## src/rtl/mem_arb_pkg.sv

```systemverilog
// mem_arb_pkg: shared owner/state encodings for the memory request arbiter
package mem_arb_pkg;
  typedef enum logic [1:0] {OWN_IC = 2'd0, OWN_DR = 2'd1, OWN_DW = 2'd2} owner_t;
  typedef enum logic [1:0] {IDLE, ISSUE, WAIT_RD, WAIT_WR} state_t;
  localparam int STARVE_W = 4;
endpackage

```

## src/rtl/mem_arb_slot.sv

```systemverilog
// mem_arb_slot: 1-deep request holding register with capture, free and overflow detect
module mem_arb_slot #(
  parameter int AWIDTH = 32,
  parameter int LWIDTH = 128
) (
  input  logic                clk,
  input  logic                rst,
  input  logic                start,
  input  logic                free,
  input  logic [AWIDTH-1:0]   in_addr,
  input  logic [LWIDTH/8-1:0] in_mask,
  input  logic [LWIDTH-1:0]   in_data,
  output logic                full,
  output logic [AWIDTH-1:0]   q_addr,
  output logic [LWIDTH/8-1:0] q_mask,
  output logic [LWIDTH-1:0]   q_data,
  output logic                ovf
);
  // a pulse landing on the grant cycle is a fresh request, not an overflow
  assign ovf = start && full && !free;
  always_ff @(posedge clk or posedge rst)
    if (rst) begin
      full   <= 1'b0;
      q_addr <= '0;
      q_mask <= '0;
      q_data <= '0;
    end else if (start && !ovf) begin
      full   <= 1'b1;
      q_addr <= in_addr;
      q_mask <= in_mask;
      q_data <= in_data;
    end else if (free) begin
      full <= 1'b0;
    end
endmodule

```

## src/rtl/mem_req_arbiter.sv

```systemverilog
// mem_req_arbiter: shares one memory request channel between I-cache refill and D-cache refill/writeback
module mem_req_arbiter
  import mem_arb_pkg::*;
#(
  parameter int AWIDTH     = 32,
  parameter int LWIDTH     = 128,
  parameter int STARVE_MAX = 8
) (
  input  logic                clk,
  input  logic                rst,
  input  logic                icr_start_rq,
  input  logic [AWIDTH-1:0]   ic_rin_addr,
  input  logic                dcr_start_rq,
  input  logic [AWIDTH-1:0]   dcr_rin_addr,
  input  logic                dcw_start_rq,
  input  logic [AWIDTH-1:0]   dcw_in_addr,
  input  logic [LWIDTH/8-1:0] dcw_in_mask,
  input  logic [LWIDTH-1:0]   dcw_in_data,
  output logic                rqfull_1,
  output logic [LWIDTH-1:0]   ic_rdat_m_data,
  output logic                ic_rdat_m_valid,
  output logic                ic_finish_mrd,
  output logic [LWIDTH-1:0]   rdat_m_data,
  output logic                rdat_m_valid,
  output logic                finish_mrd,
  output logic                dcw_finish_wresp,
  output logic                mem_rq_valid,
  input  logic                mem_rq_ready,
  output logic                mem_rq_we,
  output logic [AWIDTH-1:0]   mem_rq_addr,
  output logic [LWIDTH/8-1:0] mem_rq_mask,
  output logic [LWIDTH-1:0]   mem_rq_wdata,
  input  logic [LWIDTH-1:0]   mem_rdat_data,
  input  logic                mem_rdat_valid,
  input  logic                mem_finish_rd,
  input  logic                mem_finish_wr,
  output logic                ovf_err
);
  localparam int MW = LWIDTH / 8;
  state_t state, state_n;
  owner_t own, sel;
  logic go, ic_force, ic_gnt, dr_gnt, dw_gnt;
  logic ic_full, dr_full, dw_full, ic_ovf, dr_ovf, dw_ovf;
  logic [AWIDTH-1:0] ic_addr, dr_addr, dw_addr, req_addr;
  logic [MW-1:0] ic_mask, dr_mask, dw_mask, req_mask;
  logic [LWIDTH-1:0] ic_data, dr_data, dw_data, req_wdata;
  logic req_we;
  logic [STARVE_W-1:0] starve_cnt;
  mem_arb_slot #(.AWIDTH(AWIDTH), .LWIDTH(LWIDTH)) u_ic (
    .clk(clk), .rst(rst), .start(icr_start_rq), .free(ic_gnt), .in_addr(ic_rin_addr),
    .in_mask('0), .in_data('0), .full(ic_full), .q_addr(ic_addr), .q_mask(ic_mask),
    .q_data(ic_data), .ovf(ic_ovf));
  mem_arb_slot #(.AWIDTH(AWIDTH), .LWIDTH(LWIDTH)) u_dr (
    .clk(clk), .rst(rst), .start(dcr_start_rq), .free(dr_gnt), .in_addr(dcr_rin_addr),
    .in_mask('0), .in_data('0), .full(dr_full), .q_addr(dr_addr), .q_mask(dr_mask),
    .q_data(dr_data), .ovf(dr_ovf));
  mem_arb_slot #(.AWIDTH(AWIDTH), .LWIDTH(LWIDTH)) u_dw (
    .clk(clk), .rst(rst), .start(dcw_start_rq), .free(dw_gnt), .in_addr(dcw_in_addr),
    .in_mask(dcw_in_mask), .in_data(dcw_in_data), .full(dw_full), .q_addr(dw_addr),
    .q_mask(dw_mask), .q_data(dw_data), .ovf(dw_ovf));
  // writeback beats refill so an evicted line lands before it is re-fetched
  assign ic_force = ic_full && starve_cnt == STARVE_W'(STARVE_MAX);
  always_comb begin
    sel = ic_force ? OWN_IC : dw_full ? OWN_DW : dr_full ? OWN_DR : OWN_IC;
    go = state == IDLE && (ic_full || dr_full || dw_full);
    ic_gnt = go && sel == OWN_IC;
    dr_gnt = go && sel == OWN_DR;
    dw_gnt = go && sel == OWN_DW;
    state_n = state == IDLE    ? (go ? ISSUE : IDLE) :
              state == ISSUE   ? (mem_rq_ready ? (req_we ? WAIT_WR : WAIT_RD) : ISSUE) :
              state == WAIT_RD ? (mem_finish_rd ? IDLE : WAIT_RD) :
                                 (mem_finish_wr ? IDLE : WAIT_WR);
  end
  always_ff @(posedge clk or posedge rst)
    if (rst) begin
      state      <= IDLE;
      own        <= OWN_IC;
      req_we     <= 1'b0;
      req_addr   <= '0;
      req_mask   <= '0;
      req_wdata  <= '0;
      starve_cnt <= '0;
      ovf_err    <= 1'b0;
    end else begin
      state   <= state_n;
      ovf_err <= ovf_err | ic_ovf | dr_ovf | dw_ovf;
      if (go) begin
        own       <= sel;
        req_we    <= sel == OWN_DW;
        req_addr  <= sel == OWN_DW ? dw_addr : sel == OWN_DR ? dr_addr : ic_addr;
        req_mask  <= sel == OWN_DW ? dw_mask : sel == OWN_DR ? dr_mask : ic_mask;
        req_wdata <= sel == OWN_DW ? dw_data : sel == OWN_DR ? dr_data : ic_data;
      end
      if (ic_gnt) starve_cnt <= '0;
      else if (state == IDLE && ic_full && !ic_force) starve_cnt <= starve_cnt + 1'b1;
    end
  assign rqfull_1         = dr_full || dw_full;
  assign mem_rq_valid     = state == ISSUE;
  assign mem_rq_we        = mem_rq_valid && req_we;
  assign mem_rq_addr      = req_addr;
  assign mem_rq_mask      = req_mask;
  assign mem_rq_wdata     = req_wdata;
  assign ic_rdat_m_valid  = state == WAIT_RD && own == OWN_IC && mem_rdat_valid;
  assign rdat_m_valid     = state == WAIT_RD && own == OWN_DR && mem_rdat_valid;
  assign ic_rdat_m_data   = ic_rdat_m_valid ? mem_rdat_data : '0;
  assign rdat_m_data      = rdat_m_valid ? mem_rdat_data : '0;
  assign ic_finish_mrd    = state == WAIT_RD && own == OWN_IC && mem_finish_rd;
  assign finish_mrd       = state == WAIT_RD && own == OWN_DR && mem_finish_rd;
  assign dcw_finish_wresp = state == WAIT_WR && mem_finish_wr;
endmodule

```

## config.mk

```make
export PLATFORM = sky130hd
export DESIGN_NAME = mem_req_arbiter
export DESIGN_NICKNAME = d
export VERILOG_FILES = /design/src/rtl/mem_arb_pkg.sv /design/src/rtl/mem_arb_slot.sv /design/src/rtl/mem_req_arbiter.sv
export SDC_FILE = /design/constraint.sdc
export NUM_CORES = 1
export LEC_CHECK = 0
export BUFFER_PORTS_ARGS = -buffer_cell sky130_fd_sc_hd__clkbuf_2
export CORE_AREA = 3 3 313 315
export DETAILED_ROUTE_END_ITERATION = 10
export DIE_AREA = 0 0 316 318
export SLEW_MARGIN = 0
export SYNTH_ARGS = -nofsm -noshare
export SYNTH_HDL_FRONTEND = slang
export SYNTH_HIERARCHICAL = 1
export SYNTH_SLANG_ARGS = --single-unit
```

## constraint.sdc

```tcl
create_clock -name clk -period 5.4 [get_ports clk]
set_clock_uncertainty 0.2 [all_clocks]
set_input_delay 0.27 -clock clk [delete_from_list [all_inputs] [get_ports clk]]
set_output_delay 0.27 -clock clk [all_outputs]
set_load 0.01 [all_outputs]
```

==> results of run 1 <==
[path summary, 6_finish.rpt]
path | endpoint | cells past startpoint | startpoint | slack [ps]
setup / recovery | rdat_m_data[120] | 5 | state[0]$_DFF_PP0_ | 1760
hold / removal | u_dr/q_addr[9]$_DFFE_PP0P_ | 3 | dcr_rin_addr[9] | 190
setup reg to reg | u_ic/q_data[16]$_DFFE_PP0P_ | 7 | u_dr/full$_DFFE_PP0P_ | 1870
hold reg to reg | mem_rq_wdata[30]$_DFFE_PP0P_ | 2 | mem_rq_wdata[30]$_DFFE_PP0P_ | 290
max in group asynchronous | u_dr/q_data[122]$_DFFE_PP0P_ | 4 | rst | 3370
min in group asynchronous | u_dw/q_data[118]$_DFFE_PP0P_ | 3 | rst | 310
[synthesized netlist by cell type, drive strengths merged, types with 2 or more instances]
| library cell | instances | area share |
|---|---|---|
| a31oi | 176 | 0.031 |
| and2 | 257 | 0.045 |
| buf | 140 | 0.030 |
| clkbuf | 122 | 0.013 |
| dfrtp | 717 | 0.50 |
| ha | 2 | 0.00070 |
| inv | 186 | 0.019 |
| mux2 | 528 | 0.21 |
| nand2 | 190 | 0.020 |
| nand2b | 6 | 0.0017 |
| nand3 | 3 | 0.00042 |
| nand3b | 178 | 0.037 |
| nor2 | 187 | 0.020 |
| nor3 | 2 | 0.00028 |
| o21ai | 178 | 0.025 |
| o221ai | 176 | 0.043 |
| xor2 | 2 | 0.00049 |
[cell type report]
| class | count | area [µm²] |
|---|---|---|
| antenna | 32 | 80.1 |
| clock buffer | 111 | 2300 |
| clock inverter | 40 | 472 |
| fill | 8621 | 48200 |
| inverter | 186 | 724 |
| multi-input combinational | 2186 | 16800 |
| sequential | 717 | 17900 |
| tap | 1265 | 1580 |
| timing repair buffer | 1106 | 7030 |
[metrics by stage]
step | utilization | hold WS (ps) | instance area (µm²) | cells
after floorplan | - | 173 | 36900 | 3351
after global placement | 0.437 | 270 | 41600 | 5212
after detailed placement | 0.437 | 265 | 41600 | 5212
after CTS | 0.493 | 143 | 46900 | 5611
after global routing | 0.493 | 172 | 46900 | 5637
final | 0.493 | 188 | 46900 | 5643
[metal layers]
layer	GRT usage	up-vias	wire length (µm)
li1	-	12900	-
met1	0.332	13800	54300
met2	0.417	1008	62800
met3	0.106	273	14700
met4	0.158	10	8400
met5	0	-	64
[kinds of logic (layout without fill, tap and decap cells)]
logic type	Yosys count	after routing	share of synthesized area
buf+inv	448	1443	0.0626
mux	529	529	0.210
fa+ha+maj	2	2	0.000698
other cells	1	320	0.000105
compound gates	533	533	0.0995
flops	717	717	0.500
xor+xnor	3	3	0.000733
simple gates	831	831	0.126
[tightest hold or removal path: stages]
cell and delay, ps:
dlygate4sd3_1 520, clkbuf_2 90, mux2_4 130
[flip-flops by register name (all words and copies together), names as in the netlist]
register      count
mem_rq_mask      16
u_dr/full         1
u_dw/q_data     128
u_dr/q_mask      16
u_ic/q_addr      32
own               2
mem_rq_addr      32
req_we            1
u_dr/q_addr      32
ovf_err           1
u_ic/full         1
u_dw/full         1
u_ic/q_data     128
mem_rq_wdata    128
state             2
starve_cnt        4
u_dr/q_data     128
u_dw/q_addr      32
u_dw/q_mask      16
u_ic/q_mask      16
[power groups by stage]
stage | logic [mW] | registers (mW) | clock network [mW]
final | 10.7 | 9.82 | 5.76
after global routing | 11.7 | 10.1 | 6.08
after CTS | 10.8 | 9.82 | 5.88
after detailed placement | 10.6 | 9.85 | 0
after global placement | 10.4 | 9.86 | 0
after floorplan | 7.92 | 9.35 | 0
==> flow_summary.ini, run 1 <==
[run_status]
status = finished clean

[run]
drv_cap = 0

[yosys]
syn_inst = 3064
synth_cell_type_count = 40
synthArstFlopShare = 1.00
synth-edff-count = 0
synthFlopType = dfrtp_1
synth_seq_cells = 717
netlist_area_um2 = 35900
avgSynthCellArea_um2 = 11.7
seq_area_frac_synth = 0.500
ys_warn_count = 6

[clock_network]
clock_path_buffers = 3
cts_max_level = 3
cts_resized = 0
cts_tree = built
cts.sinks = 717
clock_latency_ps = 660
post_cts_buffers = 0
ctsHoldBuffers = 248
cts_buffers = 84
clockRootBuffer = clkbuf_16
clk_pin_slew_worst_paths_ps = 60

[global_routing]
grt_antenna_before_repair = 36
grt_pass1_vias = 27900
grt_overflow = 0
grt_pass1_wl_um = 201000
track_usage = 0.275
grt_max_degree = 178

[routing]
vias_per_cell = 4.95
drt_first_pass_iters = 5
drc = 0
drt_iter0_markers = 2189
wl_um = 140000
post_drt_wl_per_cell_um = 24.9
vias = 28000
ant_nets = 0

[floorplan]
dieHeight_um = 318
die_w_um = 316
start_util = 0.377
ios = 818
dieArea_um2 = 100000
rows = 113
core_area_um2 = 95200

[sta]
rsz0062_at_grt = no
setup_viol = 0
timing.fmax_ghz = 0.275
tightestPinTransition_ps = 1190
hold_viol = 0
slew_headroom = 0.205
finalMaxSlewViolations = 0
period_needed_ps = 3640
worst_slack_ps = 1760
period_share = 0.674
fin_setup_tns_ps = 0

[worst_setup_path]
critPathBufInv = 2
critPathTopFamily = simple AND/OR/NAND/NOR gates
critPathCaptureType = primary output
startpoint_type = register
worstPathArrival_ps = 3170
cp_max_fo = 73
critical_path_class = register to primary output
slowest_delay_ps = 590
crit_slowest_cell = nor2_4
cp_cell_sequence = nand3b_1 > nor2_4 > buf_12 > and2_1 > clkbuf_2
cp_data_required_time_ps = 4930

[place]
portBuffers = 817
place_congestion = 0.946
hpwl_um = 97300
place_ws_ps = 1840

[final_layout]
final_cell_mix = clkbuf_2 (817), dfrtp_1 (715), mux2_4 (420)
drive_gt1_frac = 0.354
mostFrequentLayoutCell = clkbuf_2
area_growth_syn_to_layout_pct = 30.9
nets = 4660

[pwr]
pwr-share-clk = 0.219
p_int_mw = 16.9
p_sw_mw = 9.43
power_density_nw_per_um2 = 560
power_mw = 26.3
irDropWorstVdd_v = 0.000594
p_seq_frac = 0.374
switching_share = 0.359
comb_power_share = 0.407
cellLeakagePower_nw = 24.4

[min_path]
min_path_type = input port to register
No activity file was read; power rests on OpenSTA's default activity.
==> run 2, diff against run 1 <==
--- a/config.mk
+++ b/config.mk
@@ -5,10 +5,11 @@
 export SDC_FILE = /design/constraint.sdc
 export NUM_CORES = 1
 export LEC_CHECK = 0
+export ABC_AREA = 1
 export BUFFER_PORTS_ARGS = -buffer_cell sky130_fd_sc_hd__clkbuf_2
-export CORE_AREA = 3 3 313 315
+export CORE_AREA = 3 3 319 321
 export DETAILED_ROUTE_END_ITERATION = 10
-export DIE_AREA = 0 0 316 318
+export DIE_AREA = 0 0 322 324
 export SLEW_MARGIN = 0
 export SYNTH_ARGS = -nofsm -noshare
 export SYNTH_HDL_FRONTEND = slang
==> constraint.sdc (replaced) <==
create_clock -name clk -period 3.2 [get_ports clk]
set_clock_uncertainty 0.2 [all_clocks]
set_input_delay 0.16 -clock clk [delete_from_list [all_inputs] [get_ports clk]]
set_output_delay 0.16 -clock clk [all_outputs]
set_load 0.01 [all_outputs]
==> run 2 against run 1 <==
Effect of this change: register-to-register slack worse by 1700 ps; die area is 3.8% higher; synthesized area is 2.3% lower; critical endpoint is now rdat_m_data[61]; first-iteration DRC count is 55% higher; clock power is 74% higher; clock-buffer cell count is 8 higher; worst hold slack worse by 120 ps; via count is 30% higher; wire length is 22% higher; sequential power is 58% higher; critical path depth is 3 higher.
==> flow_summary.ini, run 2 <==
[sta]
period_needed_ps = 3130
hold_viol = 0
worst_slack_ps = 70.1
setup_viol = 0
fin_setup_tns_ps = 0
finalMaxSlewViolations = 0
period_share = 0.978
timing.fmax_ghz = 0.319
rsz0062_at_grt = no
slew_headroom = 0.295
tightestPinTransition_ps = 1060

[floorplan]
ios = 818
rows = 116
dieHeight_um = 324
die_w_um = 322
core_area_um2 = 99600
dieArea_um2 = 104000
start_util = 0.352

[routing]
wl_um = 171000
drt_iter0_markers = 3388
ant_nets = 0
vias = 36400
drt_first_pass_iters = 6
vias_per_cell = 4.94
drc = 0
post_drt_wl_per_cell_um = 23.2

[yosys]
synth_most_common_cell = nand2_1
synthArstFlopShare = 1.00
synthFlopType = dfrtp_1
synth-edff-count = 0
yosys-top-cells-area = dfrtp_1 (51%), nand2_1 (23%), nand3_1 (10%)
netlist_area_um2 = 35000
yosys.area.top_type = dfrtp_1
ys_warn_count = 6
avgSynthCellArea_um2 = 7.39
syn_inst = 4738
synth_top_area_share = 0.512
synth_common_cells = nand2_1 (2138), dfrtp_1 (717), nand3_1 (709)
seq_area_frac_synth = 0.512
synth_seq_cells = 717
synth_cell_type_count = 23

[worst_setup_path]
r2r_cells = 12
critical_path_class = register to primary output
startpoint_type = register
cp_max_fo = 60
endpoint = rdat_m_data[61]
worst-path-stages = 8
cp_cell_sequence = inv_1 > nand2_1 > inv_2 > nand4_1 > buf_4 > buf_12 > nor2_1 > clkbuf_2
cp-startpoint = state[0]$_DFF_PP0_
critPathCaptureType = primary output
cp_data_required_time_ps = 2840
slowest_delay_ps = 650
critPathBufInv = 5
worstPathArrival_ps = 2770
reg2reg_to = u_dr/q_addr[0]$_DFFE_PP0P_
crit_slowest_cell = nor2_1
critPathTopFamily = buffers and inverters
r2r_setup_slack_ps = 160
regToRegStartpoint = u_ic/full$_DFFE_PP0P_

[global_routing]
grt_antenna_before_repair = 48
grt_use_met3 = 0.103
track_usage = 0.320
grt_overflow = 0
grt_pass1_wl_um = 243000
gr-usage-met2 = 0.476
grt_max_degree = 180
busiest_layer = met2
grt_use_met1 = 0.374
grt_pass1_vias = 34700

[final_layout]
area_growth_syn_to_layout_pct = 34.7
finish.instance_area_um2 = 47200
drive_gt1_frac = 0.176
final_cell_mix = nand2_1 (2137), clkbuf_2 (814), dfrtp_1 (716)
nets = 6351
mostFrequentLayoutCell = nand2_1

[pwr]
power_density_nw_per_um2 = 848
power_mw = 40.0
cellLeakagePower_nw = 27.2
irDropWorstVdd_v = 0.000578

[min_path]
worstHoldPathCells = 4
worstHoldStart = dcw_in_addr[29]
min_path_type = input port to register

[clock_network]
clockRootBuffer = clkbuf_16
clk_pin_slew_worst_paths_ps = 60
cts.sinks = 717
clock_latency_ps = 660
cts_max_level = 3
cts_buffers = 82
cts_tree = built
clock_path_buffers = 3

[place]
portBuffers = 817
placed_area_um2 = 41100
place_congestion = 0.942
place_ws_ps = 468
hpwl_um = 116000

[run]
drv_cap = 0

[run_status]
status = finished clean
run 2: routing by layer:
| layer | vias up | wire length, µm |
|---|---|---|
| met2 | 1705 | 76000 |
| met4 | 12 | 15700 |
| met5 | - | 85 |
| li1 | 17000 | - |
| met3 | 452 | 16300 |
| met1 | 17200 | 63100 |
run 2: cell type report:
class	count	area (µm²)
sequential	717	17900
clock buffer	119	2350
tap	1298	1620
timing repair buffer	1220	8290
multi-input combinational	3611	15100
antenna	34	85.1
clock inverter	28	480
inverter	340	1290
fill	9909	52400
run 2: kinds of logic (layout without fill, tap and decap cells):
group	Yosys count	count (layout)	synth area share
fa+ha+maj	2	2	0.000714
compound gates	6	6	0.000929
other cells	1	322	0.000107
buf+inv	697	1707	0.0911
flops	717	717	0.512
simple gates	3315	3315	0.395
run 2: how the worst min path moves through the flow:
stage	slack, ps	end
after global routing	70	u_dw/q_data[98]$_DFFE_PP0P_
after CTS	30	u_dw/q_data[98]$_DFFE_PP0P_
final	70	u_dw/q_addr[29]$_DFFE_PP0P_
after global placement	190	u_dw/q_data[104]$_DFFE_PP0P_
after floorplan	100	u_dw/q_addr[0]$_DFFE_PP0P_
after detailed placement	200	u_dw/q_data[66]$_DFFE_PP0P_
run 2: repair_timing:
item                                    4_1_cts  5_1_grt
endpoints found under the setup margin       31       17
resized for setup                             1       11
setup buffers                                 1        0
hold buffers                                314        0
endpoints found under the hold margin       541        0
run 2: tightest hold or removal path, cell delays in order:
cell           delay (ps)
dlygate4sd3_1         520
clkbuf_2               90
nand3_1                70
nand2_1                60
run 2: through the flow:
stage	instances	utilization	hold slack, ps
after CTS	7333	0.472	30.5
after global placement	6871	0.412	191
after floorplan	5025	-	105
after detailed placement	6871	0.412	196
after global routing	7363	0.474	73.0
final	7367	0.474	71.0
run 2: where the power goes:
part	internal [mW]	switching [mW]	leakage (nW)	total, mW
clock	6.01	4.02	1.38	10.0
combinational	4.70	9.78	16.7	14.5
sequential	13.0	2.46	9.21	15.5
total	23.7	16.3	27.2	40.0
